===== src/rtl/mm_game_pkg.sv =====
// Shared game definitions: sequencer states, player encoding and default game sizes.
package mm_game_pkg;

    typedef enum logic [2:0] {
        ST_IDLE,
        ST_TAKE_CODE,
        ST_GUESS,
        ST_ROUND_END,
        ST_GAME_OVER
    } game_state_t;

    localparam logic PLAYER_A = 1'b1;
    localparam logic PLAYER_B = 1'b0;

    localparam int unsigned DEF_MAX_GUESSES = 8;
    localparam int unsigned DEF_ROUNDS      = 4;
    localparam int unsigned DEF_SCORE_W     = 6;
    localparam int unsigned COUNT_W         = 4;
    localparam int unsigned AMOUNT_W        = COUNT_W + 1;

    // Maker alternates A,B,A,B... starting with A in round 0.
    function automatic logic maker_of(input logic [COUNT_W-1:0] round);
        return round[0] ? PLAYER_B : PLAYER_A;
    endfunction

endpackage


===== src/rtl/mm_turn_controller_if.sv =====
// Event inputs and game-status outputs of the turn controller.
interface mm_turn_controller_if #(
    parameter int unsigned SCORE_W = 6
);
    logic               start_btn;
    logic               code_entered;
    logic               guess_entered;
    logic               guess_correct;
    logic               started;
    logic               active_p;
    logic               take_code;
    logic [3:0]         guess_count;
    logic [3:0]         round_num;
    logic [SCORE_W-1:0] score_a;
    logic [SCORE_W-1:0] score_b;
    logic               round_over;
    logic               game_over;
    logic               winner_a;
    logic               winner_b;

    modport master (
        output start_btn, code_entered, guess_entered, guess_correct,
        input  started, active_p, take_code, guess_count, round_num,
               score_a, score_b, round_over, game_over, winner_a, winner_b
    );

    modport slave (
        input  start_btn, code_entered, guess_entered, guess_correct,
        output started, active_p, take_code, guess_count, round_num,
               score_a, score_b, round_over, game_over, winner_a, winner_b
    );
endinterface


===== src/rtl/mm_score_keeper.sv =====
// Two saturating score accumulators plus the registered end-of-game winner compare.
module mm_score_keeper
    import mm_game_pkg::*;
#(
    parameter int unsigned SCORE_W = 6
) (
    input  logic                clk,
    input  logic                reset,
    input  logic                clear,
    input  logic                add_en,
    input  logic                sel,
    input  logic [AMOUNT_W-1:0] amount,
    input  logic                eval,
    output logic [SCORE_W-1:0]  score_a,
    output logic [SCORE_W-1:0]  score_b,
    output logic                winner_a,
    output logic                winner_b
);
    localparam int unsigned SUM_W = SCORE_W + AMOUNT_W;
    localparam logic [SCORE_W-1:0] SCORE_MAX = '1;

    logic [SCORE_W-1:0] sel_score;
    logic [SUM_W-1:0]   sum;
    logic [SCORE_W-1:0] sat_sum;
    logic [SCORE_W-1:0] next_a;
    logic [SCORE_W-1:0] next_b;

    always_comb begin
        sel_score = (sel == PLAYER_A) ? score_a : score_b;
        sum       = SUM_W'(sel_score) + SUM_W'(amount);
        sat_sum   = (sum > SUM_W'(SCORE_MAX)) ? SCORE_MAX : sum[SCORE_W-1:0];
        next_a    = (add_en && sel == PLAYER_A) ? sat_sum : score_a;
        next_b    = (add_en && sel == PLAYER_B) ? sat_sum : score_b;
    end

    // Winner flags use the post-add scores so they are valid on the first GAME_OVER cycle.
    always_ff @(posedge clk) begin
        if (reset || clear) begin
            score_a  <= '0;
            score_b  <= '0;
            winner_a <= 1'b0;
            winner_b <= 1'b0;
        end else begin
            score_a <= next_a;
            score_b <= next_b;
            if (eval) begin
                winner_a <= (next_a >= next_b);
                winner_b <= (next_b >= next_a);
            end
        end
    end

endmodule


===== src/rtl/mm_turn_controller.sv =====
// Game-flow sequencer feeding the role decoder: phases, guess/round counting and scoring.
module mm_turn_controller
    import mm_game_pkg::*;
#(
    parameter int unsigned MAX_GUESSES = DEF_MAX_GUESSES,
    parameter int unsigned ROUNDS      = DEF_ROUNDS,
    parameter int unsigned SCORE_W     = DEF_SCORE_W
) (
    input  logic                 clk,
    input  logic                 reset,
    mm_turn_controller_if.slave  bus
);
    game_state_t        state;
    logic               solved;
    logic [COUNT_W-1:0] guess_count;
    logic [COUNT_W-1:0] round_num;
    logic               started;
    logic               active_p;
    logic               take_code;
    logic               round_over;
    logic               game_over;

    logic [COUNT_W-1:0]  gc_inc;
    logic [COUNT_W-1:0]  rn_inc;
    logic                last_round;
    logic                new_game;
    logic                add_en;
    logic [AMOUNT_W-1:0] amount;

    always_comb begin
        gc_inc     = guess_count + COUNT_W'(1);
        rn_inc     = round_num + COUNT_W'(1);
        last_round = (rn_inc == COUNT_W'(ROUNDS));
        new_game   = bus.start_btn && (state == ST_IDLE || state == ST_GAME_OVER);
        add_en     = (state == ST_ROUND_END);
        amount     = AMOUNT_W'(guess_count) + AMOUNT_W'(!solved);
    end

    mm_score_keeper #(.SCORE_W(SCORE_W)) u_score (
        .clk      (clk),
        .reset    (reset),
        .clear    (new_game),
        .add_en   (add_en),
        .sel      (maker_of(round_num)),
        .amount   (amount),
        .eval     (add_en && last_round),
        .score_a  (bus.score_a),
        .score_b  (bus.score_b),
        .winner_a (bus.winner_a),
        .winner_b (bus.winner_b)
    );

    always_ff @(posedge clk) begin
        if (reset) begin
            state       <= ST_IDLE;
            solved      <= 1'b0;
            guess_count <= '0;
            round_num   <= '0;
            started     <= 1'b0;
            active_p    <= 1'b0;
            take_code   <= 1'b0;
            round_over  <= 1'b0;
            game_over   <= 1'b0;
        end else begin
            round_over <= 1'b0;
            case (state)
                ST_IDLE, ST_GAME_OVER: begin
                    if (bus.start_btn) begin
                        state       <= ST_TAKE_CODE;
                        started     <= 1'b1;
                        take_code   <= 1'b1;
                        active_p    <= PLAYER_A;
                        round_num   <= '0;
                        guess_count <= '0;
                        solved      <= 1'b0;
                        game_over   <= 1'b0;
                    end
                end
                ST_TAKE_CODE: begin
                    if (bus.code_entered) begin
                        state     <= ST_GUESS;
                        take_code <= 1'b0;
                        active_p  <= ~maker_of(round_num);
                    end
                end
                ST_GUESS: begin
                    if (bus.guess_entered) begin
                        guess_count <= gc_inc;
                        solved      <= bus.guess_correct;
                        if (bus.guess_correct || gc_inc == COUNT_W'(MAX_GUESSES)) begin
                            state      <= ST_ROUND_END;
                            round_over <= 1'b1;
                        end
                    end
                end
                ST_ROUND_END: begin
                    guess_count <= '0;
                    solved      <= 1'b0;
                    round_num   <= rn_inc;
                    if (last_round) begin
                        state     <= ST_GAME_OVER;
                        started   <= 1'b0;
                        take_code <= 1'b0;
                        active_p  <= 1'b0;
                        game_over <= 1'b1;
                    end else begin
                        state     <= ST_TAKE_CODE;
                        take_code <= 1'b1;
                        active_p  <= maker_of(rn_inc);
                    end
                end
                default: state <= ST_IDLE;
            endcase
        end
    end

    assign bus.started     = started;
    assign bus.active_p    = active_p;
    assign bus.take_code   = take_code;
    assign bus.guess_count = guess_count;
    assign bus.round_num   = round_num;
    assign bus.round_over  = round_over;
    assign bus.game_over   = game_over;

endmodule


===== src/flat_wrapper.sv =====
// flat-port wrapper written by rule: the top's interface ports become plain ports
module mm_turn_controller_flat import mm_game_pkg::*;
#(
    parameter int unsigned MAX_GUESSES = DEF_MAX_GUESSES,
    parameter int unsigned ROUNDS      = DEF_ROUNDS,
    parameter int unsigned SCORE_W     = DEF_SCORE_W
)
  (clk, reset, bus_start_btn, bus_code_entered, bus_guess_entered, bus_guess_correct, bus_started, bus_active_p, bus_take_code, bus_guess_count, bus_round_num, bus_score_a, bus_score_b, bus_round_over, bus_game_over, bus_winner_a, bus_winner_b);
  mm_turn_controller_if #(.SCORE_W(SCORE_W)) bus_i ();
  input  logic clk;
  input  logic reset;
  input wire logic [$bits(bus_i.start_btn)-1:0] bus_start_btn;
  input wire logic [$bits(bus_i.code_entered)-1:0] bus_code_entered;
  input wire logic [$bits(bus_i.guess_entered)-1:0] bus_guess_entered;
  input wire logic [$bits(bus_i.guess_correct)-1:0] bus_guess_correct;
  output wire logic [$bits(bus_i.started)-1:0] bus_started;
  output wire logic [$bits(bus_i.active_p)-1:0] bus_active_p;
  output wire logic [$bits(bus_i.take_code)-1:0] bus_take_code;
  output wire logic [$bits(bus_i.guess_count)-1:0] bus_guess_count;
  output wire logic [$bits(bus_i.round_num)-1:0] bus_round_num;
  output wire logic [$bits(bus_i.score_a)-1:0] bus_score_a;
  output wire logic [$bits(bus_i.score_b)-1:0] bus_score_b;
  output wire logic [$bits(bus_i.round_over)-1:0] bus_round_over;
  output wire logic [$bits(bus_i.game_over)-1:0] bus_game_over;
  output wire logic [$bits(bus_i.winner_a)-1:0] bus_winner_a;
  output wire logic [$bits(bus_i.winner_b)-1:0] bus_winner_b;
  assign bus_i.start_btn = bus_start_btn;
  assign bus_i.code_entered = bus_code_entered;
  assign bus_i.guess_entered = bus_guess_entered;
  assign bus_i.guess_correct = bus_guess_correct;
  assign bus_started = bus_i.started;
  assign bus_active_p = bus_i.active_p;
  assign bus_take_code = bus_i.take_code;
  assign bus_guess_count = bus_i.guess_count;
  assign bus_round_num = bus_i.round_num;
  assign bus_score_a = bus_i.score_a;
  assign bus_score_b = bus_i.score_b;
  assign bus_round_over = bus_i.round_over;
  assign bus_game_over = bus_i.game_over;
  assign bus_winner_a = bus_i.winner_a;
  assign bus_winner_b = bus_i.winner_b;
  mm_turn_controller #(.MAX_GUESSES(MAX_GUESSES), .ROUNDS(ROUNDS), .SCORE_W(SCORE_W)) u_core (.clk(clk), .reset(reset), .bus(bus_i));
endmodule

===== config.mk =====
export PLATFORM = sky130hd
export DESIGN_NAME = mm_turn_controller_flat
export DESIGN_NICKNAME = d
export VERILOG_FILES = /design/src/rtl/mm_game_pkg.sv /design/src/rtl/mm_turn_controller_if.sv /design/src/rtl/mm_score_keeper.sv /design/src/rtl/mm_turn_controller.sv /design/src/flat_wrapper.sv
export SDC_FILE = /design/constraint.sdc
export NUM_CORES = 1
export LEC_CHECK = 0
export CAP_MARGIN = 15
export CORE_MARGIN = 2
export CORE_UTILIZATION = 25
export CTS_BUF_LIST = sky130_fd_sc_hd__clkbuf_2
export CTS_CLUSTER_SIZE = 25
export DETAILED_ROUTE_END_ITERATION = 8
export PLACE_DENSITY_LB_ADDON = 0.15
export SLEW_MARGIN = 30
export SYNTH_ARGS = -nofsm -noshare
export SYNTH_HDL_FRONTEND = slang
export SYNTH_HIERARCHICAL = 1
export SYNTH_SLANG_ARGS = --single-unit

===== constraint.sdc =====
create_clock -name clk -period 3.5 [get_ports clk]
set_input_delay 0.7 -clock clk [delete_from_list [all_inputs] [get_ports clk]]
set_output_delay 0.7 -clock clk [all_outputs]
set_load 0.02 [all_outputs]

# Yosys cells after proc, flatten, opt, wreduce, memory -nomap -nowiden
# Cells that the tools add are included.
[totals]
regBits = 31
in_bits = 6
output_inout_bits = 27
elab_cells = 83
[op_classes]
muxes = 31
magnitude_cmp = 3
add_sub_neg = 4
reduce_logical = 19
eq_ne = 11
bitwise = 2
[ops]
columns = ["operator", "count"]
rows = [
  ["2-to-1 mux 6 bit", 4],
  ["2-to-1 mux 3 bit", 5],
  ["greater-or-equal comparator 6 bit", 2],
  ["2-to-1 mux 1 bit", 12],
  ["case mux 3 bit (4 select lines)", 1],
  ["case mux 4 bit (3 select lines)", 1],
  ["case mux 1 bit (3 select lines)", 3],
  ["AND reduction 3 bit", 3],
  ["adder 4 x 1 -> 4 bit (second input constant)", 2],
  ["2-to-1 mux 4 bit", 2],
  ["case mux 4 bit (2 select lines)", 1],
  ["adder 6 x 5 -> 7 bit", 1],
  ["> comparator 7 x 6 -> 1 bit (second input constant)", 1],
  ["== test 3 x 2 -> 1 bit (second input constant)", 2],
  ["inequality test 2 bit (second input constant)", 3],
  ["nonzero test 3 bit", 2],
  ["adder 4 x 1 -> 5 bit", 1],
  ["== test 4 x 3 -> 1 bit (second input constant)", 1],
  ["== test 4 bit (second input constant)", 1],
  ["logical AND 1 bit", 4],
  ["inequality test 2 x 1 -> 1 bit (second input constant)", 2],
  ["case mux 1 bit (2 select lines)", 2],
  ["AND reduction 4 bit", 1],
  ["== test 3 x 1 -> 1 bit (second input constant)", 1],
  ["9 further kinds", 12],
]

# Longest topological paths before layout
# Gate-level depths: netlist of the first run.
[depth]
depth_word = 7
mapped_depth = 14
ltp_nobuf = 14

# Cells and area by module
# Netlist of the first run, hierarchy kept.
[modules_own_cells]
columns = ["module", "seq_area_each_um2", "area_each_um2", "instances", "cells_per_inst"]
rows = [
  ["mm_score_keeper", 280.3, 1014.7, 1, 112],
  ["mm_turn_controller", 340.3, 900.9, 1, 108],
]

# Least setup slack after synthesis of the first run
# No wires, ideal clock.
[synth_path]
kind = "reg-to-reg"
from = "register u_core.round_num[0], in the netlist u_core/bus.round_num[0]"
to = "register u_core.u_score.winner_a"
t_arrival_ns = 3.612
setup_slack_ns = -0.171
stages_incl_launch_ff = 15
required_ns = 3.441
setup_time_ns = 0.059
n_path_buf = 1
period_less_slack_ns = 3.671
path_cell_list = "dfxtp_1 -> inv_1 -> buf_6 -> mux2_2 -> ha_1 -> fa_1 -> a211o_1 -> a31o_2 -> nand2_1 -> a31o_2 -> ha_1 -> a21oi_1 -> nor2_1 -> a2111oi_0 -> o221a_2"
[synth_between]
word_cells_on_any_way = 13
classes_between = "add/sub: 2; order compare: 2; eq/ne: 1; mux: 5; reduce/logical: 3"
[synth_lines]
columns = ["item", "line_no", "rtl"]
rows = [
  ["start: declaration", "mm_turn_controller.sv:16", "logic [COUNT_W-1:0] round_num;"],
  ["start signal: assignment", "mm_turn_controller.sv:99", "round_num <= rn_inc;"],
  ["adder 4 x 1 -> 4 bit", "mm_turn_controller.sv:32", "rn_inc = round_num + COUNT_W'(1);"],
  ["named net u_core.rn_inc[0]", "mm_turn_controller.sv:24", "logic [COUNT_W-1:0] rn_inc;"],
  ["== test 4 x 3 -> 1 bit", "mm_turn_controller.sv:33", "last_round = (rn_inc == COUNT_W'(ROUNDS));"],
  ["logical AND 1 bit", "mm_turn_controller.sv:46", ".eval (add_en && last_round),"],
  ["end signal: assignment", "mm_score_keeper.sv:47", "winner_a <= (next_a >= next_b);"],
  ["end: declaration", "mm_score_keeper.sv:16", "output logic winner_a,"],
]
# The timed path passes the listed nets, and every way through them passes these cells.
# A chain may end at the register's enable or synchronous reset.

# Final worst setup path of the first run
# Same ends and word-level chain as after synthesis.

==> results of run 1 <==
timing repair:
action / CTS / global route
hold endpoints to repair: 0 / 0
setup buffers: 0 / 1
cloned: 0 / 0
resized for setup: 2 / 21
pin swaps: 1 / 11
endpoints found under the setup margin: 2 / 2
where the power goes:
group	total, uW	internal (uW)	switching, uW
Clock	334	196	138
Sequential	378	366	12.1
Combinational	176	79.9	95.7
Total	887	642	246
sequential cells by signal (all words and copies together) (netlist names), 3 cells and up:
| register | cells |
|---|---|
| u_core/bus.guess_count | 4 |
| u_core/bus.round_num | 4 |
| u_core/state | 3 |
| u_core/u_score/score_a | 6 |
| u_core/u_score/score_b | 6 |
area by class of cell:
cell class              count  area [um^2]
repair buffers             44        410.4
flip-flops and latches     31        623.1
multi-input cells         169         1331
clock inverters             2        60.06
well taps                  99        123.9
clock buffers               6        30.03
inverters                  11        41.29
fillers                   764         4711
metrics by stage:
| stage | instance area (um^2) | TNS (ns) | cells |
|---|---|---|---|
| 6_report | 2620 | 0 | 362 |
| 5_1_grt | 2620 | 0 | 362 |
| 4_1_cts | 2489 | 0 | 361 |
| 3_5_place_dp | 2391 | -0.02694 | 353 |
| 3_3_place_gp | 2391 | 0 | 353 |
| 2_1_floorplan | 1923 | 0 | 220 |
cells by family (layout without fill, tap and decap cells):
logic type	count (synthesis)	count (layout)	share of synthesized area [%]
AOI/OAI and AO/OA	67	67	25.28
DFF	31	31	32.40
adders and majority gates	16	16	10.84
and+or+nand+nor	73	73	19.20
buffers and inverters	20	63	5.225
xor gates and xnor gates	5	5	2.287
muxes	8	8	4.768
cells in the mapped netlist, drive strengths merged, types with 3 or more instances:
library cell | instances | area [um^2]
nand2b | 4 | 25.02
nand3 | 5 | 25.02
nor3 | 5 | 25.02
a31o | 4 | 35.04
a21o | 5 | 37.54
inv | 11 | 41.29
clkbuf | 3 | 11.26
a21oi | 18 | 90.09
a311oi | 5 | 43.79
ha | 15 | 187.7
a211oi | 9 | 72.57
o21ai | 5 | 28.78
or2 | 4 | 25.03
dfxtp | 31 | 620.6
nor2 | 24 | 90.09
and2 | 4 | 25.03
mux2 | 6 | 71.31
buf | 6 | 47.54
nand2 | 14 | 52.55
a31oi | 5 | 31.28
xnor2 | 3 | 26.28
final timing paths:
path / end / slack (ns)
setup / recovery: u_core/u_score/winner_a / 0.14
hold / removal: u_core/bus.game_over / 0.47
setup reg to reg: u_core/u_score/winner_a / 0.14
hold reg to reg: u_core/bus.game_over / 0.47
metal layers:
metal  vias up  part of all wire [%]  global-route usage, %
met5         -                     0                      0
met4         0                   1.7                  4.924
met3         7                   3.4                  3.651
met2        33                    44                  16.91
met1       812                    51                  16.40
li1        904                     -                      -
worst max-delay path, stage by stage (launching register included):
cell       delay [ns]
dfxtp_2          0.36
inv_2            0.07
mux2_4           0.31
ha_4             0.17
fa_2             0.36
a211o_1          0.34
a31o_4           0.30
a211oi_2         0.18
a21oi_1          0.07
ha_1             0.36
nand4_1          0.15
a21oi_2          0.06
a2111oi_4        0.35
o221a_2          0.23
placed cells by master, fill, tap and decap left out, types with 3 or more instances in the layout:
cell | synthesis | layout
xnor2_1 | 3 | 3
buf_4 | 0 | 12
inv_1 | 9 | 8
a21o_1 | 5 | 5
and2_1 | 3 | 3
clkbuf_2 | 0 | 6
nand3_1 | 5 | 5
a31oi_1 | 5 | 4
a21oi_1 | 18 | 15
a311oi_1 | 5 | 5
dfxtp_1 | 31 | 29
mux2_4 | 1 | 3
nor3_1 | 5 | 5
inv_2 | 2 | 3
clkdlybuf4s50_1 | 0 | 32
a211oi_1 | 8 | 7
ha_1 | 15 | 11
nand2_1 | 14 | 13
nand2b_1 | 4 | 4
nor2_1 | 24 | 24
ha_4 | 0 | 3
or2_2 | 3 | 3
mux2_2 | 5 | 3
==> run metrics, run 1 <==
status=finished clean; WL per Instance=~13 um; sequential cell area fraction in the yosys report=between 30% and 40%; skew final=approximately 0.016 ns; Async S/R FF share, synth=0%; crit end category=register; worst endpoint required time=roughly 3.8 ns; CTS Buf Count=5; synthesized flop and latch total=31; Net Count, Synth=approximately 240; layout cells sized above 1=about 22%; clock-pin slew on the worst setup and hold paths=about 0.18 ns; Tcrit/Tclk final=95.99%; Vias=roughly 1800; Slew @ Worst Pin=~0.63 ns; worst skew pair latency=roughly 0.38 ns; IO Port Bufs=32; detailed placement HPWL=3667 um; CP startpoint=u_core/bus.round_num[0]; initial DRC count=around 110; Area Overhead vs Synth=36.77%; die footprint=approximately 8400 um^2; Rel. slew slack=57.89%; Total GRT Usage=11.86%; R2R Path Start=u_core/bus.round_num[0]; vias in the first global route=1588; first-pass GRT wire length=~8000 um; total power=just under 900 uW; Core ar.=between 7000 and 8000 um^2; Critical Path Start Type=register; hold buffers post-CTS=0; final count of pins violating max slew=0; Core Util, Final=between 30 and 40%; initial core utilization=26.13%; routed wire length=4863 um; total grt overflow=0; initial antenna violation count=0; Post-synth EDFFs=0; critical path type=register to register; largest net degree at the start of global routing=19; Mapped Area=1916 um^2; first-pass iteration count of the detailed router=4; RSZ-0062 raised after global routing=false; ys flop type=dfxtp_1; Pleak=0.001024 uW; worst hold start=u_core/bus.game_over; # setup viols final=0; Setup WS post-layout=roughly 0.14 ns; die height=around 90 um; clk buf depth=2; WHS=roughly 0.47 ns; Die W=91.54 um; TritonCTS clock tree=done; Final #Nets=approximately 280; ANT nets after route=0; Cells after Synth=220; min Tclk post-route=3.360 ns; min-delay worst type=register to register; Avg Inst Size Synth=a little under 9 um^2; Synth Warn #=6; GPL Wtd Cong=0.8177; pre-CTS setup slack=-0.02694 ns; crit path DAT=3.69 ns; clk sinks=31; DRC violations left=0; Peak VDD IR=~0.16 mV; fmax=roughly 300 MHz; Final Hold Violating Endpoints=0; CTS H-tree lvls=2; root buffer selected by CTS=clkbuf_2; Site Rows=31; FF-to-FF path depth=13; I/O pins=33; Worst Path Max Fanout=5; Cell variety after synth=56; number of diodes=0; pwr dens=around 340 nW/um^2; via density per instance=roughly 4.9; max-cap viol count=0; hold path cells=2
(Power assumes the default switching activity.)
==> inputs of run 2 (changes only) <==
- CORE_ASPECT_RATIO: unset -> 1.2
==> run 2 against run 1 <==
  * Via count is 0.97% lower
  * Fmax is 2.6% higher
  * Sequential share of layout area is 0.92 points higher
  * Clock skew is 0.0057 ns lower
  * Sequential power hardly changed
  * Utilization is 1.5 points lower
  * Combinational power is 3% lower
  * Flip-flop and latch count stayed put
  * Setup slack better by 0.084 ns
  * Non-clock buffer count is 5 higher
  * Clock power is 46% lower
  * Critical path type unchanged
  * Critical endpoint unchanged
==> run metrics, run 2 (synthesis gave the netlist of run 1 again) <==
Buf+Inv Stages, Crit Path=3; Core ar.=roughly 7400 um^2; Tcrit/Tclk final=between 90% and 100%; top flop regs=u_core/u_score/score_a x6, u_core/u_score/score_b x6; CTS Buf Count=5; Final #Nets=289; routed wire length=4871 um; die footprint=roughly 8400 um^2; initial antenna violation count=0; initial DRC count=a little under 80; status=finished clean; Total GRT Usage=approximately 12%; worst skew pair latency=0.36 ns; die height=roughly 100 um; skew final=0.009924 ns; worst endpoint required time=about 3.8 ns; hold path cells=2; Die W=83.91 um; max-cap viol count=0; final count of pins violating max slew=0; TritonCTS clock tree=done; pwr dens=between 200 and 300 nW/um^2; Critical Path Start Type=register; slowest cell on the critical path=mux2_2; Site Rows=34; Final Hold Violating Endpoints=0; CP max stage delay=approximately 0.37 ns; Crit path max-delay family=compound AO/OA/AOI/OAI gates; GPL Wtd Cong=~0.84; fmax=305.3 MHz; setup_tns=0 ns; # setup viols final=0; Worst Path Max Fanout=5; Area Overhead vs Synth=31.68%; Layout Cells excl Fill=between 300 and 400; crit path DAT=3.58 ns; clock-pin slew on the worst setup and hold paths=0.16 ns; first-pass GRT wire length=a little over 8000 um; most frequent cells in the layout=clkdlybuf4s50_1 (32), dfxtp_1 (29), nor2_1 (24); Slew @ Worst Pin=around 0.57 ns; min-delay worst type=register to register; R2R setup slack=around 0.22 ns; WL per Instance=about 14 um; first-pass iteration count of the detailed router=4; clk sinks=31; Rel. slew slack=62.07%; Pleak=between 0.0009 and 0.001 uW; DRC violations left=0; via density per instance=a little under 5; number of diodes=0; ANT nets after route=0; vias in the first global route=between 1500 and 2000; Vias=~1700; detailed placement HPWL=around 3800 um; critical-path cell list=inv_2 > buf_4 > mux2_2 > fa_2 > a211o_1 > a31o_4 > a21o_1 > o22ai_1 > ha_1 > buf_4 > a2111oi_4 > o221a_2; largest net degree at the start of global routing=17; critical path type=register to register; layout cells sized above 1=21.64%; Crit path top cell by count=buf_4; total grt overflow=0; Peak VDD IR=between 0.1 and 0.15 mV; WP depth=12; CTS H-tree lvls=2; Placed Instances=348; FF-to-FF path depth=12; IO Port Bufs=32; clk buf depth=2; commonest non-fill, non-tap cell in the layout=clkdlybuf4s50_1; Fill cells=between 700 and 800; crit end category=register; RSZ-0062 raised after global routing=false; min Tclk post-route=approximately 3.3 ns; initial core utilization=26.03%; root buffer selected by CTS=clkbuf_2; I/O pins=33
[run 2: cell types whose count changed in the layout (fill, tap and decap cells not counted), moves of 2 or more]
| cell | before | now |
|---|---|---|
| buf_4 | 12 | 17 |
| mux2_4 | 3 | 1 |
| ha_4 | 3 | 1 |
| mux2_2 | 3 | 5 |
| bufinv_16 | 2 | 0 |
[run 2: worst register-to-register path, stage by stage (launching register included)]
cell       delay, ns
dfxtp_2         0.36
inv_2           0.06
buf_4           0.13
mux2_2          0.37
fa_2            0.37
a211o_1         0.34
a31o_4          0.28
a21o_1          0.17
o22ai_1         0.14
ha_1            0.28
buf_4           0.15
a2111oi_4       0.36
o221a_2         0.23
[run 2: where the power goes]
part / leakage (uW) / switching, uW / internal (uW)
sequential: 0.000252 / 12.1 / 366
combinational: 0.000711 / 94.1 / 75.7
clock: 0.0000330 / 125 / 54.7
total: 0.000996 / 231 / 496
[run 2: cell type report]
| class | count | area, um^2 | area share [%] |
|---|---|---|---|
| multi-input cells | 169 | 1257 | 49.85 |
| flip-flops and latches | 31 | 623.1 | 24.70 |
| repair buffers | 49 | 447.9 | 17.76 |
| well taps | 90 | 112.6 | 4.464 |
| inverters | 11 | 41.29 | 1.637 |
| clock buffers | 7 | 35.03 | 1.389 |
| clock inverters | 1 | 5.005 | 0.1984 |
[run 2: path summary, 6_finish.rpt]
check,end,start
max,u_core/u_score/winner_a,u_core/bus.round_num[0]
min,u_core/bus.game_over,u_core/bus.game_over
max reg2reg,u_core/u_score/winner_a,u_core/bus.round_num[0]
min reg2reg,u_core/bus.game_over,u_core/bus.game_over
[run 2: per-stage QoR]
step	total power, uW	instance area [um^2]	util, %	hold slack (ns)	setup WS, ns
6_report	727.1	2522	34.27	0.4745	0.2247
5_1_grt	777.2	2522	34.27	0.4922	0.01187
4_1_cts	735.5	2450	33.29	0.4784	0.001779
3_5_place_dp	546.5	2410	32.74	0.4538	0.05047
3_3_place_gp	546.4	2410	32.74	0.4502	0.09437
2_1_floorplan	495.8	1923	-	0.4654	0.06150
[run 2: metal layers]
metal | up-vias | wire length (um) | global-route usage (%)
met5 | - | 0 | 0
met4 | 0 | 100 | 5.211
met3 | 8 | 161 | 2.303
met2 | 36 | 2245 | 19.14
met1 | 788 | 2363 | 15.91
li1 | 907 | - | -
[run 2: repair_timing]
item,4_1_cts,5_1_grt
endpoints found under the setup margin,0,2
hold buffers,0,0
gates resized for setup,0,12
setup buffers,0,2
